### config.mk
export PLATFORM = sky130hd
export DESIGN_NAME = id_ctrl_hazard_unit
export DESIGN_NICKNAME = d
export VERILOG_FILES = /design/src/rtl/id_ctrl_hazard_unit_pkg.sv /design/src/rtl/id_ctrl_hazard_unit_ctrl_decode.sv /design/src/rtl/id_ctrl_hazard_unit.sv
export SDC_FILE = /design/constraint.sdc
export NUM_CORES = 1
export LEC_CHECK = 0
export ABC_AREA = 1
export CORE_UTILIZATION = 46
export DETAILED_ROUTE_END_ITERATION = 7
export PLACE_DENSITY = 0.86
export SETUP_SLACK_MARGIN = 0.4
export SLEW_MARGIN = 0
export SYNTH_ARGS = -nofsm -noshare
export SYNTH_HDL_FRONTEND = slang
export SYNTH_HIERARCHICAL = 1
export SYNTH_SLANG_ARGS = --single-unit
### constraint.sdc
create_clock -name clk -period 2.3 [get_ports clk]
set_input_delay 0.345 -clock clk [delete_from_list [all_inputs] [get_ports clk]]
set_output_delay 0.345 -clock clk [all_outputs]
set_load 0.02 [all_outputs]
### src/rtl/id_ctrl_hazard_unit_pkg.sv
// Shared encodings for the ID-stage control/hazard slice: opcodes, control bundle layout, FSM states.
package id_ctrl_hazard_unit_pkg;

  localparam logic [6:0] R_OPCODE      = 7'b0110011;
  localparam logic [6:0] B_OPCODE      = 7'b1100011;
  localparam logic [6:0] JAL_OPCODE    = 7'b1101111;
  localparam logic [6:0] JALR_OPCODE   = 7'b1100111;
  localparam logic [6:0] IALU_OPCODE   = 7'b0010011;
  localparam logic [6:0] LOAD_OPCODE   = 7'b0000011;
  localparam logic [6:0] S_OPCODE      = 7'b0100011;
  localparam logic [6:0] MULDIV_FUNCT7 = 7'b0000001;

  localparam int CTRL_BUNDLE_WIDTH = 8;

  // Bundle bit positions, MSB first: {ALUSrc,MemtoReg,RegWrite,MemRead,MemWrite,Branch,Jump,MulDiv}
  localparam int CB_ALUSRC   = 7;
  localparam int CB_MEMTOREG = 6;
  localparam int CB_REGWRITE = 5;
  localparam int CB_MEMREAD  = 4;
  localparam int CB_MEMWRITE = 3;
  localparam int CB_BRANCH   = 2;
  localparam int CB_JUMP     = 1;
  localparam int CB_MULDIV   = 0;

  typedef logic [CTRL_BUNDLE_WIDTH-1:0] ctrl_bundle_t;

  typedef enum logic {
    ST_IDLE = 1'b0,
    ST_BUSY = 1'b1
  } md_state_e;

endpackage

### src/rtl/id_ctrl_hazard_unit_ctrl_decode.sv
// Purely combinational opcode/funct7 decode into the control bundle plus source-register usage.
module ctrl_decode
  import id_ctrl_hazard_unit_pkg::*;
#(
  parameter int OPCODE_WIDTH = 7,
  parameter int USE_MULDIV   = 1
) (
  input  logic [OPCODE_WIDTH-1:0] opcode,
  input  logic [6:0]              funct7,
  output ctrl_bundle_t            bundle,
  output logic                    uses_rs1,
  output logic                    uses_rs2,
  output logic                    illegal
);

  logic [6:0] op7;
  assign op7 = 7'(opcode);

  always_comb begin
    bundle   = '0;
    uses_rs1 = 1'b0;
    uses_rs2 = 1'b0;
    illegal  = 1'b0;
    case (op7)
      R_OPCODE: begin
        bundle[CB_REGWRITE] = 1'b1;
        bundle[CB_MULDIV]   = (USE_MULDIV != 0) && (funct7 == MULDIV_FUNCT7);
        uses_rs1            = 1'b1;
        uses_rs2            = 1'b1;
      end
      B_OPCODE: begin
        bundle[CB_BRANCH] = 1'b1;
        uses_rs1          = 1'b1;
        uses_rs2          = 1'b1;
      end
      JAL_OPCODE: begin
        bundle[CB_REGWRITE] = 1'b1;
        bundle[CB_JUMP]     = 1'b1;
      end
      JALR_OPCODE: begin
        bundle[CB_ALUSRC]   = 1'b1;
        bundle[CB_REGWRITE] = 1'b1;
        bundle[CB_JUMP]     = 1'b1;
        uses_rs1            = 1'b1;
      end
      IALU_OPCODE: begin
        bundle[CB_ALUSRC]   = 1'b1;
        bundle[CB_REGWRITE] = 1'b1;
        uses_rs1            = 1'b1;
      end
      LOAD_OPCODE: begin
        bundle[CB_ALUSRC]   = 1'b1;
        bundle[CB_MEMTOREG] = 1'b1;
        bundle[CB_REGWRITE] = 1'b1;
        bundle[CB_MEMREAD]  = 1'b1;
        uses_rs1            = 1'b1;
      end
      S_OPCODE: begin
        bundle[CB_ALUSRC]   = 1'b1;
        bundle[CB_MEMWRITE] = 1'b1;
        uses_rs1            = 1'b1;
        uses_rs2            = 1'b1;
      end
      default: illegal = 1'b1;
    endcase
  end

endmodule

### src/rtl/id_ctrl_hazard_unit.sv
// ID-stage control: decode, load-use / multi-cycle MUL/DIV stall, flush bubbles, ID/EX control register.
module id_ctrl_hazard_unit
  import id_ctrl_hazard_unit_pkg::*;
#(
  parameter int OPCODE_WIDTH   = 7,
  parameter int REG_ADDR_WIDTH = 5,
  parameter int USE_MULDIV     = 1,
  parameter int MULDIV_LAT     = 4
) (
  input  logic                      clk,
  input  logic                      rst_n,
  input  logic                      inst_valid,
  input  logic [OPCODE_WIDTH-1:0]   opcode,
  input  logic [6:0]                funct7,
  input  logic [REG_ADDR_WIDTH-1:0] rs1,
  input  logic [REG_ADDR_WIDTH-1:0] rs2,
  input  logic [REG_ADDR_WIDTH-1:0] ex_rd,
  input  logic                      ex_memread,
  input  logic                      flush,
  output logic                      stall_if,
  output logic                      ex_valid,
  output logic                      ex_ALUSrc,
  output logic                      ex_MemtoReg,
  output logic                      ex_RegWrite,
  output logic                      ex_MemRead,
  output logic                      ex_MemWrite,
  output logic                      ex_Branch,
  output logic                      ex_Jump,
  output logic                      ex_MulDiv,
  output logic                      ex_illegal,
  output logic                      muldiv_busy
);

  localparam logic [3:0] LAT_M1 = 4'(MULDIV_LAT - 1);

  ctrl_bundle_t dec_bundle;
  logic         uses_rs1, uses_rs2, illegal;

  ctrl_decode #(
    .OPCODE_WIDTH (OPCODE_WIDTH),
    .USE_MULDIV   (USE_MULDIV)
  ) u_decode (
    .opcode   (opcode),
    .funct7   (funct7),
    .bundle   (dec_bundle),
    .uses_rs1 (uses_rs1),
    .uses_rs2 (uses_rs2),
    .illegal  (illegal)
  );

  logic hz;
  assign hz = inst_valid && ex_memread && (ex_rd != '0) &&
              ((uses_rs1 && (ex_rd == rs1)) || (uses_rs2 && (ex_rd == rs2)));

  // Priority: flush > busy > load-use > normal issue
  logic issue, issue_md;
  assign issue    = !flush && !muldiv_busy && !hz;
  assign issue_md = issue && inst_valid && dec_bundle[CB_MULDIV];

  md_state_e  state_q, state_d;
  logic [3:0] cnt_q, cnt_d;

  always_ff @(posedge clk or negedge rst_n) begin
    if (!rst_n) begin
      state_q <= ST_IDLE;
      cnt_q   <= '0;
    end else begin
      state_q <= state_d;
      cnt_q   <= cnt_d;
    end
  end

  always_comb begin
    state_d = state_q;
    cnt_d   = cnt_q;
    if (flush) begin
      state_d = ST_IDLE;
      cnt_d   = '0;
    end else if (state_q == ST_BUSY) begin
      cnt_d = cnt_q - 4'd1;
      if (cnt_q == 4'd1) state_d = ST_IDLE;
    end else if (issue_md) begin
      cnt_d   = LAT_M1;
      state_d = (LAT_M1 != 4'd0) ? ST_BUSY : ST_IDLE;
    end
  end

  always_comb begin
    muldiv_busy = (cnt_q != 4'd0);
    stall_if    = !flush && (hz || muldiv_busy);
  end

  // ID/EX control stage
  ctrl_bundle_t bundle_q;

  always_ff @(posedge clk or negedge rst_n) begin
    if (!rst_n) begin
      bundle_q   <= '0;
      ex_valid   <= 1'b0;
      ex_illegal <= 1'b0;
    end else if (issue) begin
      bundle_q   <= inst_valid ? dec_bundle : '0;
      ex_valid   <= inst_valid;
      ex_illegal <= inst_valid && illegal;
    end else begin
      bundle_q   <= '0;
      ex_valid   <= 1'b0;
      ex_illegal <= 1'b0;
    end
  end

  assign ex_ALUSrc   = bundle_q[CB_ALUSRC];
  assign ex_MemtoReg = bundle_q[CB_MEMTOREG];
  assign ex_RegWrite = bundle_q[CB_REGWRITE];
  assign ex_MemRead  = bundle_q[CB_MEMREAD];
  assign ex_MemWrite = bundle_q[CB_MEMWRITE];
  assign ex_Branch   = bundle_q[CB_BRANCH];
  assign ex_Jump     = bundle_q[CB_JUMP];
  assign ex_MulDiv   = bundle_q[CB_MULDIV];

endmodule
==> impl_metrics.json, run 1 <==
{
  "critPathRequiredTime_ns": 1.96,
  "via_per_inst": 5.286,
  "ys_seq_elements": 15,
  "drt_pass1_iterations": 6,
  "drive_gt1_frac": 0.2731,
  "grt_setup_unrepaired": "yes",
  "setup_viol": 0,
  "clockBufferDepth": 2,
  "maxSlewViolCount": 0,
  "synth.distinct_cells": 23,
  "leakage_nw": 1.079,
  "hpwl_um": 2362,
  "reg2reg_from": "cnt_q[0]",
  "layout_common_cells": "nand2_1, nor2_1, clkdlybuf4s50_1, inv_1, buf_4",
  "critPathKind": "in2out",
  "wl_met3_um": 217,
  "area_growth_pct": 64.16,
  "p_per_area_nw_per_um2": 322.6,
  "seqCellArea_um2": 375.4,
  "grt_pass1_vias": 1366,
  "grt_start_max_net_pins": 16,
  "holdCritPathClass": "in2reg",
  "multi_input_area_um2": 638.1,
  "htree_levels": 1,
  "cts_sinks": 15,
  "ys_warn_count": 6,
  "placed_cell_area_um2": 1674,
  "cts_tree": "yes",
  "cts_buffers": 3,
  "status": "finished, final reports clean",
  "cpMostUsedCell": "nand2_1",
  "fp.dieW_um": 50.82,
  "core_um2": 2233,
  "mappedNetlistArea_um2": 1096,
  "critPathMaxStageDelay_ns": 0.16,
  "grtUsageTotal": 0.2783,
  "critPathLaunchType": "input port",
  "power.total_mw": 0.5803,
  "grt_pass1_wl_um": 5409,
  "drt_iter0_markers": 38,
  "hold_viol_final": 0,
  "max_slew_margin": 0.5626,
  "die_area_um2": 2582,
  "diodes": 0,
  "placement_rows": 17,
  "reg2reg_setup_slack_ns": 0.83,
  "detail-route-antenna-nets": 0,
  "routed-wl-met2_um": 1829,
  "ys_seq_area_frac": 0.3425,
  "clkSlewWorstSetupHoldPaths_ns": 0.09,
  "holdWs_ns": 0.3264,
  "final_common_cell": "nand2_1",
  "synthCells": 173,
  "avgSynthCellArea_um2": 6.336,
  "hold_end": "bundle_q[4]",
  "ir_drop_mv": 0.3341,
  "post-route-period-util": 0.8218,
  "drv_cap": 0,
  "whs_path_depth": 4,
  "worstSkewPairLatency_ns": 0.28,
  "worst_slew_pin_slew_ns": 0.6540,
  "hp-start": "opcode[4]",
  "syn_nets": 209,
  "fin_nets": 275,
  "max_freq_ghz": 0.5291,
  "clockRootBuffer": "clkbuf_4",
  "portBuffers": 45,
  "crit_arrival_ns": 1.55,
  "top_layer_used": "met4",
  "endpoint_kind": "output pin",
  "final.fill_count": 136,
  "die_h_um": 50.82,
  "antenna_found_initial": 0,
  "final.setup_skew_ns": 0.003598,
  "wl_met1_um": 1258,
  "ff2ff_path_depth": 8,
  "start_util": 0.4908,
  "num_vias": 1406,
  "io_pins": 46,
  "fin_crit_ns": 1.890,
  "routed_wl_um": 3454,
  "drcViolationCount": 0,
  "post_drt_wl_per_cell_um": 12.98,
  "design_area_um2": 1799,
  "cp_max_fo": 4,
  "path_cells": "buf_8 > inv_2 > nand2_2 > nor2_2 > nand3_2 > nand2_1 > nand2_1 > nor2_1 > nand3_1 > nand2_1 > nand2_2 > a31oi_1 > buf_4",
  "place.gp.congestion": 0.8524,
  "timing.rr.end": "state_q",
  "grt_overflow_total": 0,
  "slowest_stage": "buf_4",
  "ctsHoldBuffers": 0
}
## worst max path at each step
stage	slack (ns)	end	depth (start not counted)	from
after floorplan	0.48	stall_if	10	opcode[0]
after global placement	-0.39	stall_if	13	opcode[2]
after detailed placement	-0.47	stall_if	13	opcode[2]
after CTS	0.21	stall_if	10	ex_rd[0]
after global routing	0.29	stall_if	13	opcode[4]
final	0.41	stall_if	13	opcode[4]
## area by class of cell
| class | count | area share |
|---|---|---|
| repair buffers | 63 | 0.3366 |
| flip-flops and latches | 15 | 0.2086 |
| well taps | 28 | 0.01947 |
| inverters | 31 | 0.06606 |
| clock buffers | 4 | 0.01460 |
| multi-input cells | 125 | 0.3547 |
## registers in the layout, indices dropped and copies added (netlist names)
signal,count
state_q,1
ex_illegal,1
ex_valid,1
bundle_q,8
cnt_q,4
## synthesized netlist by cell type
cell type	n	area share
inv_2	5	0.017
o21ai_0	2	0.0091
xor2_1	1	0.0080
nand2_2	4	0.023
ha_1	2	0.023
a31oi_1	1	0.0057
nor2_1	32	0.11
nand2_1	55	0.19
nand3b_1	1	0.0069
nand3_1	10	0.046
nand4_1	5	0.029
nor2_4	1	0.010
nor3_1	1	0.0046
nand3_2	2	0.018
nor2_2	4	0.023
a21oi_1	1	0.0046
nor3_2	1	0.0091
inv_1	26	0.089
nand3_4	1	0.016
buf_2	1	0.0046
a211oi_1	1	0.0069
dfrtp_1	15	0.34
buf_4	1	0.0069
## critical path, delay by kind of cell
| family | cells | cell delay [ns] |
|---|---|---|
| AOI/OAI and AO/OA | 1 | 0.14 |
| and+or+nand+nor | 9 | 0.75 |
| buffers and inverters | 3 | 0.32 |
## per-stage QoR
step                std cells  utilization  setup WS (ns)  setup TNS, ns
finish                    266       0.8056         0.4100              0
global route              266       0.8056         0.2869              0
CTS                       264       0.7714         0.2146              0
detailed placement        258       0.7496        -0.4655        -0.4655
global placement          258       0.7496        -0.3876        -0.3876
floorplan                 173            -         0.4751              0
## metal layers
metal  GRT usage  vias to the layer above
met2      0.5289                       73
met3     0.05357                       17
met1      0.2887                      662
met4      0.1343                        0
met5           0                        -
li1            -                      654
## kinds of logic (layout without fill, tap and decap cells)
family,Yosys count,in the layout,synth area share
simple gates,117,117,0.4829
buf+inv,33,98,0.1176
xor+xnor,1,1,0.007992
flops,15,15,0.3425
compound gates,5,5,0.02626
fa+ha+maj,2,2,0.02283
## report_power, final
group | switching [mW] | internal (mW) | total [mW]
Clock | 0.0814 | 0.0673 | 0.149
Combinational | 0.0812 | 0.0841 | 0.165
Sequential | 0.000629 | 0.266 | 0.266
## timing repair
action | CTS | global route
endpoints found under the setup margin | 2 | 2
gates resized for setup | 21 | 59
pin swaps | 7 | 22
setup buffers | 2 | 2
Power figures use the tool's default switching activity.
==> run 2: changes to the inputs <==
CORE_UTILIZATION = 38   (was 46)
PLACE_DENSITY = 0.75   (was 0.86)
clock period = 1.6 ns   (was 2.3 ns; I/O delays follow)
==> run 2 against run 1 <==
Compared with the run above:
- the run now ends with negative setup slack left
- critical path depth grew 1
- routed wire length shrank 20%
- sequential share of layout area shrank 1.5 points
- clock power grew 36%
- global-route usage shrank 8.5 points
- clock skew grew 0.0095 ns
- worst setup slack lost 0.49 ns
- register-to-register slack lost 0.70 ns
- first-iteration DRC count shrank 39%
- via count shrank 9.5%
- final area grew 7.7%
- hold slack lost 0.059 ns
- critical path type unchanged
- largest cell class unchanged
==> impl_metrics.json, run 2 (same netlist as run 1, synthesis figures left out) <==
{
  "holdCritPathClass": "in2async",
  "post-route-period-util": 1.050,
  "setup_viol": 1,
  "p_seq_frac": 0.471,
  "failed_checks": "negative setup slack",
  "largest_reg_flops": 8,
  "crit_start": "opcode[3]",
  "critPathMaxStageDelay_ns": 0.17,
  "hpwl_um": 2247,
  "grt_pass1_wl_um": 4933,
  "drive_gt1_frac": 0.3143,
  "drv_cap": 0,
  "maxSlewViolCount": 0,
  "busiest_layer": "met2",
  "grtUsageTotal": 0.1928,
  "critPathTopFamily": "simple AND/OR/NAND/NOR gates",
  "comb_power_share": 0.280,
  "crit_arrival_ns": 1.44,
  "biggestRegsByFlops": "bundle_q (8), cnt_q (4)",
  "switching_share": 0.2701,
  "num_vias": 1273,
  "post_drt_wl_per_cell_um": 10.02,
  "grt_pass1_vias": 1211,
  "cp_max_fo": 3,
  "drt_iter0_markers": 23,
  "die_h_um": 55.71,
  "reg2reg_setup_slack_ns": 0.13,
  "multi_input_area_um2": 725.7,
  "max_freq_ghz": 0.5951,
  "critPathLaunchType": "input port",
  "ir_drop_mv": 0.4957,
  "via_per_inst": 4.612,
  "ff2ff_path_depth": 6,
  "cts_sinks": 15,
  "detail-route-antenna-nets": 0,
  "io_pins": 46,
  "slowest_stage": "a31oi_4",
  "clkSlewWorstSetupHoldPaths_ns": 0.09,
  "endpoint_kind": "output pin",
  "fin_crit_ns": 1.680,
  "clockBufferDepth": 2,
  "preCtsSetupSlack_ns": -1.004,
  "final.fill_count": 232,
  "grt_start_max_net_pins": 16,
  "cpMostUsedCell": "nand2_1",
  "power_switching_mw": 0.2195,
  "grtUsageMet1": 0.2263,
  "max_slew_margin": 0.7890,
  "cp.buffers_inverters": 4,
  "grt_overflow_total": 0,
  "drt_pass1_iterations": 4,
  "start_util": 0.4009,
  "timing.rr.end": "cnt_q[3]",
  "htree_levels": 1,
  "cts_tree": "yes",
  "die_area_um2": 3103,
  "layout_common_cells": "nand2_1, nor2_1, buf_4, inv_1, dfrtp_1",
  "fin_setup_tns_ns": -0.08028,
  "intPower_mw": 0.5932,
  "clock_power_share": 0.249,
  "fin_ws_ns": -0.08028,
  "regMostFlops": "bundle_q",
  "worst_slew_pin_slew_ns": 0.3158,
  "final.setup_skew_ns": 0.01306,
  "grt_setup_unrepaired": "yes",
  "reg2reg_from": "cnt_q[3]",
  "seqCellArea_um2": 375.4,
  "hold_viol_final": 0,
  "fin_nets": 282,
  "critPathRequiredTime_ns": 1.36,
  "status": "finished with violations",
  "antenna_found_initial": 0,
  "place.gp.congestion": 0.8866,
  "worstSkewPairLatency_ns": 0.27,
  "core_um2": 2734,
  "use_met3": 0.01163,
  "fp.dieW_um": 55.71,
  "endpoint": "stall_if",
  "cts_buffers": 3,
  "p_per_area_nw_per_um2": 419.3,
  "use_met2": 0.3735,
  "diodes": 0,
  "portBuffers": 45,
  "power.total_mw": 0.8126,
  "critPathKind": "in2out",
  "clockRootBuffer": "clkbuf_4",
  "routed_wl_um": 2766,
  "placement_rows": 19,
  "cp.depth": 14,
  "leakage_nw": 1.044,
  "drcViolationCount": 0,
  "path_cells": "buf_6 > buf_8 > inv_12 > nand2_4 > nor2_4 > o21ai_1 > nand2_1 > nand2_1 > nor2_1 > nand3_1 > nand2_1 > nand2_2 > a31oi_4 > buf_6",
  "area_growth_pct": 76.83,
  "final_common_cell": "nand2_1"
}
[run 2: cell types whose count changed in the layout (fill, tap and decap cells not counted), sizes merged]
| cell | previous run | this run |
|---|---|---|
| dlygate4sd2 | 0 | 14 |
| clkdlybuf4s50 | 21 | 12 |
| dlymetal6s2s | 15 | 0 |
| clkdlybuf4s15 | 0 | 13 |
| nand2 | 59 | 60 |
| clkbuf | 8 | 4 |
| buf | 23 | 30 |
[run 2: worst register-to-register path, stage by stage, from the launching register on]
cell     delay [ns]
dfrtp_1        0.45
nor2_4         0.20
nand2_4        0.08
nor2_4         0.27
nand3_4        0.18
nand4_1        0.12
nand2_1        0.07
[run 2: worst min path at each step]
stage	from	end	slack, ns	depth (start not counted)
after detailed placement	state_q	cnt_q[3]	0.55	2
after floorplan	rst_n	bundle_q[0]	-0.06	0
final	rst_n	cnt_q[3]	0.27	2
after CTS	rst_n	bundle_q[7]	0.27	2
after global routing	rst_n	cnt_q[1]	0.30	2
after global placement	state_q	cnt_q[3]	0.56	2
[run 2: through the flow]
stage	util	hold slack, ns	instance area, um2	std cells
floorplan	-	-0.05559	1199	173
finish	0.7089	0.2672	1938	276
global route	0.7089	0.3005	1938	276
CTS	0.6975	0.2706	1907	276
detailed placement	0.6677	0.5539	1826	267
global placement	0.6677	0.5568	1826	267
[run 2: cell type report]
type | count | area share
multi-input combinational | 126 | 0.3744
sequential | 15 | 0.1937
timing repair buffer | 69 | 0.3267
tap | 31 | 0.02001
clock buffer | 4 | 0.01356
inverter | 31 | 0.07166
[run 2: repair_timing]
action                     CTS  global route
pin swaps                   17             5
setup endpoints to repair   27            27
hold buffers                 0             0
cloned                       1             0
gates resized for setup     72            14
buffers inserted             4             0
hold endpoints to repair     0             0
[run 2: per-layer routing]
| layer | wire, um | up-vias |
|---|---|---|
| met5 | 0 | - |
| li1 | - | 671 |
| met3 | 91 | 2 |
| met1 | 1190 | 568 |
| met4 | 19 | 0 |
| met2 | 1464 | 32 |
[run 2: power groups by stage]
stage	clock network [mW]	registers, mW	logic, mW
final	0.202	0.383	0.227
after global routing	0.220	0.383	0.252
after CTS	0.205	0.383	0.226
after detailed placement	0	0.391	0.233
after global placement	0	0.390	0.230
after floorplan	0	0.395	0.0801
==> run 3: changes to the inputs <==
CTS_CLUSTER_DIAMETER = 200   (was not set)
==> results of run 3 <==
No change in the layout: final DEF, timing and power equal those of run 2.
